$ cat src/rtl/load_store_unit_pkg.sv
// Shared widths, RV32I funct3 codes, FSM states and request legality check for the LSU.
package load_store_unit_pkg;

    localparam int DATA_WIDTH = 32;

    localparam logic [2:0] F3_B  = 3'b000;
    localparam logic [2:0] F3_H  = 3'b001;
    localparam logic [2:0] F3_W  = 3'b010;
    localparam logic [2:0] F3_BU = 3'b100;
    localparam logic [2:0] F3_HU = 3'b101;

    typedef enum logic [1:0] {
        LSU_IDLE = 2'd0,
        LSU_BUS  = 2'd1,
        LSU_RESP = 2'd2
    } lsu_state_t;

    // Flags illegal funct3 for the access direction or an address misaligned for its width.
    function automatic logic req_illegal(input logic we, input logic [2:0] f3, input logic [1:0] off);
        logic bad;
        bad = 1'b0;
        case (f3)
            F3_B:         bad = 1'b0;
            F3_H:         bad = off[0];
            F3_W:         bad = (off != 2'b00);
            F3_BU, F3_HU: bad = we | off[0] & (f3 == F3_HU);
            default:      bad = 1'b1;
        endcase
        return bad;
    endfunction

endpackage

$ cat src/rtl/load_extend.sv
// Aligns a memory word by byte offset and sign/zero-extends it per RV32I load width.
// Purely combinational.
module load_extend
    import load_store_unit_pkg::*;
(
    input  logic [DATA_WIDTH-1:0] rdata,
    input  logic [1:0]            offset,
    input  logic [2:0]            funct3,
    output logic [DATA_WIDTH-1:0] ext
);

    logic [DATA_WIDTH-1:0] sh;

    always_comb begin
        sh  = rdata >> {offset, 3'b000};
        ext = '0;
        case (funct3)
            F3_B:    ext = {{(DATA_WIDTH-8){sh[7]}}, sh[7:0]};
            F3_BU:   ext = {{(DATA_WIDTH-8){1'b0}}, sh[7:0]};
            F3_H:    ext = {{(DATA_WIDTH-16){sh[15]}}, sh[15:0]};
            F3_HU:   ext = {{(DATA_WIDTH-16){1'b0}}, sh[15:0]};
            F3_W:    ext = sh;
            default: ext = '0;
        endcase
    end

endmodule

$ cat src/rtl/load_store_unit.sv
// Single-outstanding RV32I load/store unit: accept -> BUS (held until ack or timeout) -> one-cycle RESP.
// Latency accept+2 with zero-wait ack, accept+1 on error; req_ready only when idle, no queuing.
module load_store_unit
    import load_store_unit_pkg::*;
#(
    parameter int TIMEOUT_CYCLES = 16,
    parameter int CNT_W          = 5
) (
    input  logic                  clk,
    input  logic                  rst_n,
    input  logic                  req_valid,
    output logic                  req_ready,
    input  logic                  req_we,
    input  logic [2:0]            req_funct3,
    input  logic [DATA_WIDTH-1:0] req_addr,
    input  logic [DATA_WIDTH-1:0] req_wdata,
    output logic                  resp_valid,
    output logic [DATA_WIDTH-1:0] resp_rdata,
    output logic                  resp_err,
    output logic                  mem_req,
    output logic                  mem_we,
    output logic [DATA_WIDTH-1:0] mem_addr,
    output logic [3:0]            mem_wstrb,
    output logic [DATA_WIDTH-1:0] mem_wdata,
    input  logic [DATA_WIDTH-1:0] mem_rdata,
    input  logic                  mem_ack
);

    lsu_state_t            state, state_nxt;
    logic [CNT_W-1:0]      cnt;
    logic [2:0]            lat_f3;
    logic [1:0]            lat_off;
    logic                  accept, bad, bus_done, timeout;
    logic [3:0]            strb_fmt;
    logic [DATA_WIDTH-1:0] wdata_fmt, ext;

    assign req_ready  = (state == LSU_IDLE);
    assign resp_valid = (state == LSU_RESP);
    assign bad        = req_illegal(req_we, req_funct3, req_addr[1:0]);

    always_comb begin
        state_nxt = state;
        accept    = 1'b0;
        bus_done  = 1'b0;
        timeout   = 1'b0;
        case (state)
            LSU_IDLE: if (req_valid) begin
                accept    = 1'b1;
                state_nxt = bad ? LSU_RESP : LSU_BUS;
            end
            LSU_BUS: begin
                // A same-cycle ack takes priority over the expiring timeout.
                if (mem_ack) begin
                    bus_done  = 1'b1;
                    state_nxt = LSU_RESP;
                end else if (cnt == CNT_W'(TIMEOUT_CYCLES - 1)) begin
                    timeout   = 1'b1;
                    state_nxt = LSU_RESP;
                end
            end
            LSU_RESP: state_nxt = LSU_IDLE;
            default:  state_nxt = LSU_IDLE;
        endcase
    end

    always_comb begin
        strb_fmt  = 4'b0000;
        wdata_fmt = '0;
        if (req_we) begin
            case (req_funct3)
                F3_B: begin
                    strb_fmt  = 4'b0001 << req_addr[1:0];
                    wdata_fmt = {4{req_wdata[7:0]}};
                end
                F3_H: begin
                    strb_fmt  = 4'b0011 << req_addr[1:0];
                    wdata_fmt = {2{req_wdata[15:0]}};
                end
                default: begin
                    strb_fmt  = 4'b1111;
                    wdata_fmt = req_wdata;
                end
            endcase
        end
    end

    load_extend u_load_extend (
        .rdata  (mem_rdata),
        .offset (lat_off),
        .funct3 (lat_f3),
        .ext    (ext)
    );

    always_ff @(posedge clk or negedge rst_n) begin
        if (!rst_n) begin
            state <= LSU_IDLE;
        end else begin
            state <= state_nxt;
        end
    end

    always_ff @(posedge clk or negedge rst_n) begin
        if (!rst_n) begin
            cnt        <= '0;
            lat_f3     <= 3'b000;
            lat_off    <= 2'b00;
            resp_rdata <= '0;
            resp_err   <= 1'b0;
            mem_req    <= 1'b0;
            mem_we     <= 1'b0;
            mem_addr   <= '0;
            mem_wstrb  <= 4'b0000;
            mem_wdata  <= '0;
        end else if (accept) begin
            cnt     <= '0;
            lat_f3  <= req_funct3;
            lat_off <= req_addr[1:0];
            if (bad) begin
                resp_err   <= 1'b1;
                resp_rdata <= '0;
            end else begin
                mem_req   <= 1'b1;
                mem_we    <= req_we;
                mem_addr  <= {req_addr[DATA_WIDTH-1:2], 2'b00};
                mem_wstrb <= strb_fmt;
                mem_wdata <= wdata_fmt;
            end
        end else if (bus_done) begin
            mem_req    <= 1'b0;
            resp_err   <= 1'b0;
            resp_rdata <= mem_we ? '0 : ext;
        end else if (timeout) begin
            mem_req    <= 1'b0;
            resp_err   <= 1'b1;
            resp_rdata <= '0;
        end else if (state == LSU_BUS) begin
            cnt <= cnt + 1'b1;
        end
    end

endmodule

$ cat config.mk
export PLATFORM = sky130hd
export DESIGN_NAME = load_store_unit
export DESIGN_NICKNAME = d
export VERILOG_FILES = /design/src/rtl/load_store_unit_pkg.sv /design/src/rtl/load_extend.sv /design/src/rtl/load_store_unit.sv
export SDC_FILE = /design/constraint.sdc
export NUM_CORES = 1
export LEC_CHECK = 0
export BUFFER_PORTS_ARGS = -buffer_cell sky130_fd_sc_hd__buf_2
export CAP_MARGIN = 15
export CORE_MARGIN = 3
export CORE_UTILIZATION = 49
export CTS_CLUSTER_SIZE = 20
export DETAILED_ROUTE_END_ITERATION = 10
export GPL_ROUTABILITY_DRIVEN = 1
export GPL_TIMING_DRIVEN = 0
export PLACE_DENSITY = 0.9
export REMOVE_ABC_BUFFERS = 1
export SYNTH_ARGS = -nofsm -noshare
export SYNTH_HDL_FRONTEND = slang
export SYNTH_SLANG_ARGS = --single-unit
export TNS_END_PERCENT = 10
$ cat constraint.sdc
create_clock -name clk -period 2.2 [get_ports clk]
set_input_delay 0.22 -clock clk [delete_from_list [all_inputs] [get_ports clk]]
set_output_delay 0.22 -clock clk [all_outputs]
set_load 0.05 [all_outputs]
After elaboration in Yosys (flattened, before gate mapping)
Index checks and enable logic that the tools add are counted.
- $add $sub $neg: 1
- multiply operators: 0
- div/mod/pow operators: 0
- $lt $le $gt $ge: 0
- equal/unequal tests: 17
- shift operators: 3
- mux-type cells: 35
- bitwise logic cells: 3
- reduce and logical (&&, ||, !) cells: 12
- operator list (kind ; count):
    $mux 32 ; 6
    $pmux 32 s5 ; 1
    $pmux 32 s2 ; 1
    $shr 32x5->32 ; 1
    $mux 5 ; 4
    $mux 1 ; 15
    $eq 3x3->1 const B ; 4
    $mux 2 ; 4
    $ne 2x2->1 const B ; 4
    $pmux 4 s2 ; 1
    $reduce_and 2->1 ; 4
    $eq 3x1->1 const B ; 2
    $eq 3x2->1 const B ; 2
    $logic_not 3->1 ; 2
    $add 5x1->5 const B ; 1
    $eq 5x4->1 const B ; 1
    $mux 4 ; 1
    $pmux 1 s4 ; 1
    $pmux 2 s2 ; 1
    $reduce_bool 2->1 ; 2
    $shl 1x2->4 const A ; 1
    $shl 2x2->4 const A ; 1
    $ne 3x3->1 const B ; 1
    $reduce_and 3->1 ; 1
    other kinds (9) ; 9
- register bits after elaboration: 113
- bits in latches: 0
- RAM bits: 0
- ROM bits: 0
- bits of input ports: 104
- output and inout bits: 105
- word-level logic and storage cells: 82
- memories: 0

Longest topological paths before layout
- depth in word-level cells: 7
- mapped depth: 8
- gate-level depth less buffers: 7

Cells and area by module
Synthesis repeated with hierarchy kept, for this count alone.
- cell total of the unflattened synthesis: 497
- area, all modules: 5871.9 sq um
- by module, submodules not included (module ; times used ; cells each ; area each (sq um) ; seq. area each (sq um)):
    load_store_unit ; 1 ; 382 ; 4954.8 ; 2827.7
    load_extend ; 1 ; 115 ; 917.1 ; 0.0

Least setup slack after synthesis
OpenSTA, ideal clock, no wires.
- path kind: reg2reg
- from: register cnt[0]
- to: register cnt[3]
- setup time: 0.134 ns
- arrival: 1.892 ns
- required time: 2.066 ns
- setup slack: 0.173 ns
- stages on the path, launching flop included: 8
- buffers on the path: 0
- period minus slack after synthesis: 2.027 ns
- cells stage by stage: dfrtp_1 -> ha_1 -> and3_1 -> ha_1 -> nor4b_1 -> nand4_1 -> xor2_1 -> nor2_1
- longest elaborated chain between the ends: 6
- elaborated cells between the ends (all ways): 11
- those cells by class: 1 x add/sub; 2 x eq/ne; 7 x mux; 1 x reduce/logical
- ends and longest elaborated chain (what ; line ; text):
    start, declared ; load_store_unit.sv:30 ; logic [CNT_W-1:0] cnt;
    start signal, assigned ; load_store_unit.sv:137 ; cnt <= cnt + 1'b1;
    parallel branches: the longest is 6 deep, another holds $add 5x1->5 ; -- ;
Several ways; the timed one is not identified. The select of a mux whose other input is x is not followed.
A chain may end at the register's enable or synchronous reset.

Worst setup path in the final report
- from: input port req_funct3[1]
- to: register mem_wdata[11]
- longest elaborated chain between the ends: 6
- elaborated cells between the ends (all ways): 13
- those cells by class: 4 x eq/ne; 3 x mux; 3 x bitwise; 3 x reduce/logical
- ends and longest elaborated chain (what ; line ; text):
    start, declared ; load_store_unit.sv:14 ; input logic [2:0] req_funct3,
    $eq 3x3->1 ; load_store_unit_pkg.sv:22, load_store_unit_pkg.sv:26 ;
    $and 1x1->1 ; load_store_unit_pkg.sv:26 ; F3_BU, F3_HU: bad = we | off[0] & (f3 == F3_HU);
    $or 1x1->1 ; load_store_unit_pkg.sv:26 ;
    $pmux 1 s4 ; load_store_unit_pkg.sv:22 ; case (f3)
    $not 1->1 (no source line) ; -- ;
    $reduce_and 2->1 (no source line) ; -- ;
    end signal, assigned ; load_store_unit.sv:126 ; mem_wdata <= wdata_fmt;
    end, declared ; load_store_unit.sv:24 ; output logic [DATA_WIDTH-1:0] mem_wdata,
Several ways; a longest one is shown, not always the timed one.

==> flow_summary.toml <==
[outcome]
run_status = "complete, no violations"

[power]
power.density_cell_area_mw_per_mm2 = 1280
overall_power_consumption_mw = 9.65
p_leak_nw = 3.79
power.share.switching_pct = 43.1
seq_power_share_pct = 31.5
cell_internal_pwr_mw = 5.49
net-switching-power_mw = 4.16
power_share_of_the_clock_group_pct = 28.9
peakVddDrop_mv = 0.902
power_frac_comb_pct = 39.6

[min_path]
worst_hold_path_type = "in -> reg"
hold_path_depth = 3
hold_path_end = "mem_wdata[4]"
hp-start = "req_wdata[4]"

[sta]
final-max-slew-violation-count = 0
worstMarginPinSlew_ns = 0.708
setup_viol = 0
grt_setup_unrepaired = "true"
fin_tns_setup_ns = 0
fmax_ghz = 0.472
final_min_period_over_clock_period_pct = 96.2
worst_hold_slack_ns = 0.0169
period_minus_slack_ns = 2.12
setup_skew_ns = 0.00818
timing.slew.headroom_pct = 52.6
final_hold_viol_count = 0

[floorplan]
dieHeight_um = 110
fp.dieW_um = 110
floorplan.initialDensity_pct = 50.6
floorplan.die_area_mm2 = 0.0120
placementRows = 37
pin_count = 209
floorplan.core_area_mm2 = 0.0104

[yosys]
synth.lib_cells_used.distinct = 46
count_of_flip_flops_with_a_built_in_enable_after_synthesis = 0
synth_sequential_area_ratio_pct = 53.6
mappedNetlistArea_mm2 = 0.00527
postSynthAreaPerCell_um2 = 10.9
synth-warning-count = 0
post-synth-top-area-cell = "dfrtp_1"
post-synth-top-count-cell = "dfrtp_1"
ys_top_cells_by_count = "dfrtp_1, nand2_1, mux2_2, o21ai_0, nor2_1"
post_synth_main_area_contributors = "dfrtp_1, mux2_2, nand2_1"
synth_seq_cells = 113
synth-async-reset-ratio_pct = 100
yosysTopAreaCellShare_pct = 53.6
netlist_instances = 482
synth_top_flop_cell = "dfrtp_1"

[global_routing]
grt_antenna_before_repair = 2
track_usage_pct = 30.6
grt_max_degree = 67
globalRouteOverflowTotal = 0
vias_in_the_first_global_route = 5170
global_route_wire_length_before_repair_um = 27500

[setup_path]
timing.critical_path.fanout_max = 40
cp.buffers_inverters = 4
rr_startpoint = "state[1]"
critical_path_arrival_ns = 2.49
criticalPathCategory = "in -> reg"
timing.critical_path.max_delay_family = "buffers and inverters"
cp_common_cell = "buf_16"
critical_path.cell_chain = "dlygate4sd3_1, buf_2, a221oi_1, o21ai_4, buf_16, buf_16, o31ai_1"
critical_path.max_stage_delay_ns = 0.55
r2r_setup_slack_ns = 0.09
ff2ff_path_depth = 5
critical_path.startpoint_type = "input pin"
critical_path_required_ns = 2.57
worstReg2RegEnd = "mem_wdata[11]"
critPathCaptureType = "register"
crit_slowest_cell = "dlygate4sd3_1"

[route]
drcViolationCount = 0
top_layer = "met4"
drt_pre_antenna_iters = 5
avgRoutedWirePerCell_um = 20.8
wl_met3_um = 1780
vias = 5140
wl_met2_um = 9120
detail_route.iter0.violations = 474
ant_nets = 0
length_of_routed_wiring_on_met1_um = 6620
routed_via_density = 5.87
postRouteWirelength_um = 18200

[run]
cap_viol_max_count = 0

[clock_tree]
cts.reportedPaths.clkPinSlew_ns = 0.06
cts_tree = "built"
cts-htree-levels = 4
clockBufferDepth = 2
cts-buffers-inserted = 17
clock-sinks = 113
cts_root_buf = "clkbuf_8"
insertion_delay_ns = 0.50

[final_layout]
drive_above_1_share_pct = 41.6
finish.net_count = 829
area_growth_from_synthesis_to_layout_pct = 43.2

[placement]
port_buffers = 206
place.gp.congestion = 0.818
post-dp-hpwl_um = 11400
==> registers in the layout (all words and copies together), names as in the netlist, 2 cells and up <==
| signal | count |
|---|---|
| resp_rdata | 32 |
| mem_addr | 30 |
| lat_off | 2 |
| mem_wdata | 32 |
| cnt | 5 |
| lat_f3 | 3 |
| state | 2 |
| mem_wstrb | 4 |
==> area by class of cell <==
type | count | area, um2
Sequential cell | 113 | 2830
Clock inverter | 9 | 129
Inverter | 8 | 30.0
Fill cell | 702 | 2870
Tap cell | 136 | 170
Clock buffer | 23 | 477
Antenna cell | 3 | 7.51
Multi-Input combinational cell | 327 | 2290
Timing Repair Buffer | 256 | 1620
==> cell usage in the layout, fill, tap and decap left out, types with 4 or more instances in the layout <==
| cell type | n |
|---|---|
| o21ai_0 | 44 |
| nand2_1 | 85 |
| nor2_1 | 28 |
| buf_16 | 5 |
| o211ai_1 | 8 |
| dlygate4sd3_1 | 44 |
| inv_1 | 8 |
| mux2_2 | 52 |
| mux2i_1 | 20 |
| a21oi_1 | 4 |
| a32o_1 | 7 |
| a221o_1 | 16 |
| dfrtp_1 | 112 |
| o31ai_1 | 16 |
| nor2b_1 | 8 |
| clkbuf_16 | 16 |
| buf_2 | 205 |
| a211o_1 | 7 |
| clkbuf_8 | 5 |
==> worst register-to-register path, delay by kind of cell, from the launching register on <==
| kind | cells | cell delay [ns] |
|---|---|---|
| buffers and inverters | 2 | 0.43 |
| flip-flops | 1 | 0.50 |
| AO/OA/AOI/OAI | 2 | 0.63 |
| AND/OR/NAND/NOR | 1 | 0.42 |
==> metal layers <==
layer,up-vias,global-route usage [%]
met5,-,0
met1,2517,35.0
li1,2211,-
met3,52,10.8
met4,0,16.2
met2,360,50.3
==> worst max path at each step <==
stage | startpoint | to | slack [ns] | cells after the start
final | req_funct3[1] | mem_wdata[11] | 0.08 | 7
after global routing | cnt[0] | resp_err | -0.07 | 7
after CTS | state[1] | mem_wdata[27] | 0.01 | 5
after detailed placement | lat_off[1] | resp_rdata[22] | -0.21 | 4
after global placement | req_we | mem_wdata[19] | -4.21 | 4
after floorplan | req_addr[0] | mem_wdata[0] | -2.37 | 3
==> per-stage QoR <==
step                      utilization [%]  area (um2)  setup slack (ns)  instances
after floorplan                         -        5100             -2.37        448
after global placement               60.5        6300             -4.21        790
after detailed placement             62.1        6460            -0.212        796
after CTS                            72.2        7520            0.0138        872
after global routing                 72.5        7550           -0.0671        874
final                                72.5        7550            0.0825        875
==> logic make-up (layout without fill, tap and decap cells) <==
group / Yosys count / in the layout / share of synthesized area (%)
xor+xnor: 2 / 2 / 0.332
fa+ha+maj: 2 / 2 / 0.475
flops: 113 / 113 / 53.6
mux: 72 / 72 / 14.9
simple gates: 138 / 138 / 11.5
buf+inv: 43 / 296 / 3.92
compound gates: 111 / 111 / 15.2
other cells: 1 / 5 / 0.0711
==> power by group through the flow <==
stage | combinational (mW) | clock [mW] | sequential (mW)
5_1_grt | 4.00 | 2.92 | 3.09
3_3_place_gp | 3.50 | 0 | 2.99
6_report | 3.82 | 2.79 | 3.04
3_5_place_dp | 3.67 | 0 | 3.00
2_1_floorplan | 0.869 | 0 | 4.72
4_1_cts | 3.75 | 2.80 | 2.98
==> timing repair <==
action | CTS | global route
setup endpoints to repair | 26 | 59
setup buffers | 0 | 0
hold endpoints to repair | 90 | 0
resized for setup | 3 | 4
hold buffers | 44 | 0
cloned | 0 | 0
pin swaps | 1 | 1
(Power assumes the default switching activity.)
